==> src/rtl/sub_bytes.sv <==
// AES SubBytes engine: latches a 128-bit state and substitutes
// one 32-bit column per cycle through the forward S-box.
module sub_bytes (
    input  logic         clk,
    input  logic         rst,
    input  logic         start,
    input  logic [127:0] in,
    output logic         finish,
    output logic [127:0] subbytes
);

    typedef enum logic [1:0] {
        IDLE = 2'd0,
        BUSY = 2'd1,
        DONE = 2'd2
    } state_t;

    state_t         r_state;
    state_t         w_next;
    logic   [1:0]   r_col;
    logic   [127:0] r_in;
    logic   [31:0]  w_col;
    logic   [31:0]  w_sub;

    // GF(2^8) multiply modulo x^8 + x^4 + x^3 + x + 1
    function automatic logic [7:0] gmul(input logic [7:0] a,
                                        input logic [7:0] b);
        logic [7:0] p;
        logic [7:0] x;
        p = 8'h00;
        x = a;
        for (int i = 0; i < 8; i++) begin
            if (b[i]) p = p ^ x;
            x = {x[6:0], 1'b0} ^ (x[7] ? 8'h1b : 8'h00);
        end
        return p;
    endfunction

    // Inverse as x^254 (maps 0 to 0), then the affine transform
    function automatic logic [7:0] sbox(input logic [7:0] a);
        logic [7:0] t;
        logic [7:0] r;
        logic [7:0] s;
        t = a;
        r = 8'h01;
        for (int i = 1; i < 8; i++) begin
            t = gmul(t, t);
            r = gmul(r, t);
        end
        s = r ^ {r[6:0], r[7]} ^ {r[5:0], r[7:6]}
              ^ {r[4:0], r[7:5]} ^ {r[3:0], r[7:4]} ^ 8'h63;
        return s;
    endfunction

    assign w_col = r_in[{r_col, 5'd0} +: 32];
    assign w_sub = {sbox(w_col[31:24]), sbox(w_col[23:16]),
                    sbox(w_col[15:8]),  sbox(w_col[7:0])};

    // State register
    always_ff @(posedge clk or posedge rst) begin
        if (rst) r_state <= IDLE;
        else     r_state <= w_next;
    end

    // Next-state logic; dropping start always returns to IDLE
    always_comb begin
        w_next = r_state;
        unique case (r_state)
            IDLE: if (start) w_next = BUSY;
            BUSY: begin
                if (!start)            w_next = IDLE;
                else if (r_col == 2'd3) w_next = DONE;
            end
            DONE: if (!start) w_next = IDLE;
            default: w_next = IDLE;
        endcase
    end

    // Datapath: latch input, write one substituted column per cycle
    always_ff @(posedge clk or posedge rst) begin
        if (rst) begin
            r_col    <= 2'd0;
            r_in     <= '0;
            subbytes <= '0;
            finish   <= 1'b0;
        end else begin
            finish <= (w_next == DONE);
            if (r_state == IDLE && start) begin
                r_in  <= in;
                r_col <= 2'd0;
            end else if (r_state == BUSY && start) begin
                subbytes[{r_col, 5'd0} +: 32] <= w_sub;
                r_col <= r_col + 2'd1;
            end
        end
    end

endmodule
==> config.mk <==
export PLATFORM = sky130hd
export DESIGN_NAME = sub_bytes
export DESIGN_NICKNAME = d
export VERILOG_FILES = /design/src/rtl/sub_bytes.sv
export SDC_FILE = /design/constraint.sdc
export NUM_CORES = 2
export LEC_CHECK = 0
export CORE_ASPECT_RATIO = 0.6
export CORE_UTILIZATION = 30
export CTS_CLUSTER_SIZE = 25
export DETAILED_ROUTE_END_ITERATION = 12
export GPL_ROUTABILITY_DRIVEN = 0
export HOLD_SLACK_MARGIN = 0.05
export PLACE_DENSITY_LB_ADDON = 0.25
export SKIP_CTS_REPAIR_TIMING = 1
export SYNTH_ARGS = -nofsm -noshare
export SYNTH_HDL_FRONTEND = slang
export SYNTH_SLANG_ARGS = --single-unit
export TNS_END_PERCENT = 50
==> constraint.sdc <==
create_clock -name clk -period 22.5 [get_ports clk]
set_input_delay 4.5 -clock clk [delete_from_list [all_inputs] [get_ports clk]]
set_output_delay 4.5 -clock clk [all_outputs]
set_load 0.02 [all_outputs]
==> out/results.tsv <==
metric	value	unit
status	completed	
Seq/Total Area, Yosys	0.0959	
Setup crit start kind	register	
Final HPWL DP	167000	um
H-tree depth	1	
CTS sink count	261	
Final #Nets	9006	
Final min period	20.65	ns
total CTS buffers	28	
largest net degree at the start of global routing	122	
max-capacitance violation count	0	
commonest cells after routing, fill and taps aside	1546 x xnor2_1, 1182 x nor2_1, 881 x nand2_1	
Root Buffer	clkbuf_16	
commonest non-fill, non-tap cell in the layout	xnor2_1	
final WL	227000	um
critical path required time	23.01	ns
Final Cycle Share	0.918	
Slew headroom	0.212	
fmax	48.4	MHz
first drt pass iteration count	6	
via count	65000	
synth unique cells	123	
final core occ	0.334	
Max Slew Vio Count	0	
hold slack	0.483	ns
fraction of layout cells with a size suffix above 1	0.104	
area leader, netlist	xnor2_1	
DRT antenna net count	0	
slew of the pin with the lowest slew margin	1.17	ns
Reg clk slew, reported paths	0.06	ns
Crit. End Element	register	
Clock Latency Late Sink	0.57	ns
initial drt markers	6838	
syn_area_per_cell	7.64	sq um
first-pass GRT wire length	360000	um
DRC viols	0	
Initial Util	0.302	
Crit Path Category	register to register	
syn_nets	9073	
Core Rows	135	
RSZ-0062 raised after global routing	false	
Fin Setup TNS	0	ns
core region area	0.226	sq mm
synth warn	0	
die area	0.229	sq mm
critical path's slowest cell	xor2_1	
Critical Path Most Common Cell	xnor2_1	
number of global-route vias before repair	61000	
Synth Flop Type	dfrtp_1	
Setup Viol. Count Final	0	
gr ovfl total	0	
Port Buffers	259	
clk_skew	0.0156	ns
slowest stage delay, CP	0.89	ns
Final Hold Fails	0	
Post-synth ARST share	1.00	
hold crit path type	register to register	
Syn Inst Count	8908	
clock buffer depth	3	
CP arrival	21.16	ns
Area Growth Syn to Fin	10.8	%
height of the die	371	um
Seq cells post-synth	261	
initial antenna violation count	7	
Synth top area share	0.207	
Die W	617	um
DR vias/cell	5.47	
All-Layer GR Usage	0.190	
Mapped Area	0.0681	sq mm
I/O pin cnt	260	
CTS tree	yes	
Post-synth EDFFs	0	
synth top area cells	xnor2_1 21%, dfrtp_1 9.6%, xnor3_1 7.0%	
Avg WL per Cell	19.1	um
crit-path max FO	26	
-- registers in the layout (all words and copies together), names as in the netlist --
signal and flops:
r_state 2, subbytes 128, r_in 128, r_col 2, finish 1
-- routing by layer --
layer / track usage / wire (um)
met5: 0 / 39
met4: 0.0368 / 3580
met3: 0.0170 / 15300
met2: 0.281 / 95100
met1: 0.296 / 113000
-- path summary, 6_finish.rpt --
check                           cells after the start             to  slack [ns]           from
worst min register to register                      2  subbytes[101]        0.48  subbytes[101]
max in group asynchronous                           3  subbytes[110]       16.40            rst
min in group asynchronous                           2        r_in[5]        4.44            rst
worst max register to register                     60  subbytes[113]        1.85       r_col[0]
worst max-delay path                               60  subbytes[113]        1.85       r_col[0]
worst min-delay path                                2  subbytes[101]        0.48  subbytes[101]
-- through the flow --
stage               instances  cell area (sq um)  worst slack [ns]
floorplan                8908              68100              5.44
detailed placement      11800              74400              1.53
CTS                     11900              75400              1.48
global route            11900              75500             0.151
finish                  11900              75500              1.85
global placement        11800              74400              1.86
-- synth_stat cells (55+ instances only) --
| library cell | instances |
|---|---|
| a211oi_1 | 73 |
| a21oi_1 | 534 |
| a22o_1 | 77 |
| a22oi_1 | 60 |
| a31oi_1 | 87 |
| and2_1 | 55 |
| buf_2 | 125 |
| clkbuf_1 | 410 |
| dfrtp_1 | 261 |
| inv_1 | 93 |
| mux2_2 | 161 |
| mux2i_1 | 174 |
| nand2_1 | 881 |
| nand2b_1 | 56 |
| nand3_1 | 207 |
| nor2_1 | 1185 |
| nor3_1 | 231 |
| o211ai_1 | 63 |
| o21ai_0 | 430 |
| o21ai_1 | 99 |
| o22ai_1 | 126 |
| xnor2_1 | 1609 |
| xnor2_2 | 114 |
| xnor3_1 | 213 |
| xor2_1 | 454 |
-- critical path: cells and delay by family (launching register included) --
| family | cells | cell delay (ns) |
|---|---|---|
| simple gates | 10 | 2.58 |
| buf+inv | 3 | 1.20 |
| mux | 5 | 2.05 |
| compound gates | 21 | 5.49 |
| fa+ha+maj | 3 | 1.36 |
| flops | 1 | 0.62 |
| xor+xnor | 18 | 7.24 |
-- final cells by class --
type,count,area [sq um]
Antenna cell,4,10.0
Clock buffer,36,822
Clock inverter,16,216
Fill cell,23700,150000
Inverter,122,469
Multi-Input combinational cell,7894,59000
Sequential cell,261,6540
Tap cell,3014,3770
Timing Repair Buffer,534,4660
-- cells by family (layout without fill, tap and decap cells) --
logic type / after synthesis / after routing / synth area share
compound gates: 2033 / 2033 / 0.193
xor+xnor: 2510 / 2510 / 0.402
fa+ha+maj: 36 / 36 / 0.00654
buf+inv: 753 / 708 / 0.0470
flops: 261 / 261 / 0.0959
mux: 381 / 381 / 0.0668
other cells: 0 / 4 / 0
simple gates: 2934 / 2934 / 0.188
Power is not shown: default switching activity piles up to over one toggle a cycle in this logic, so the estimate is an artifact.
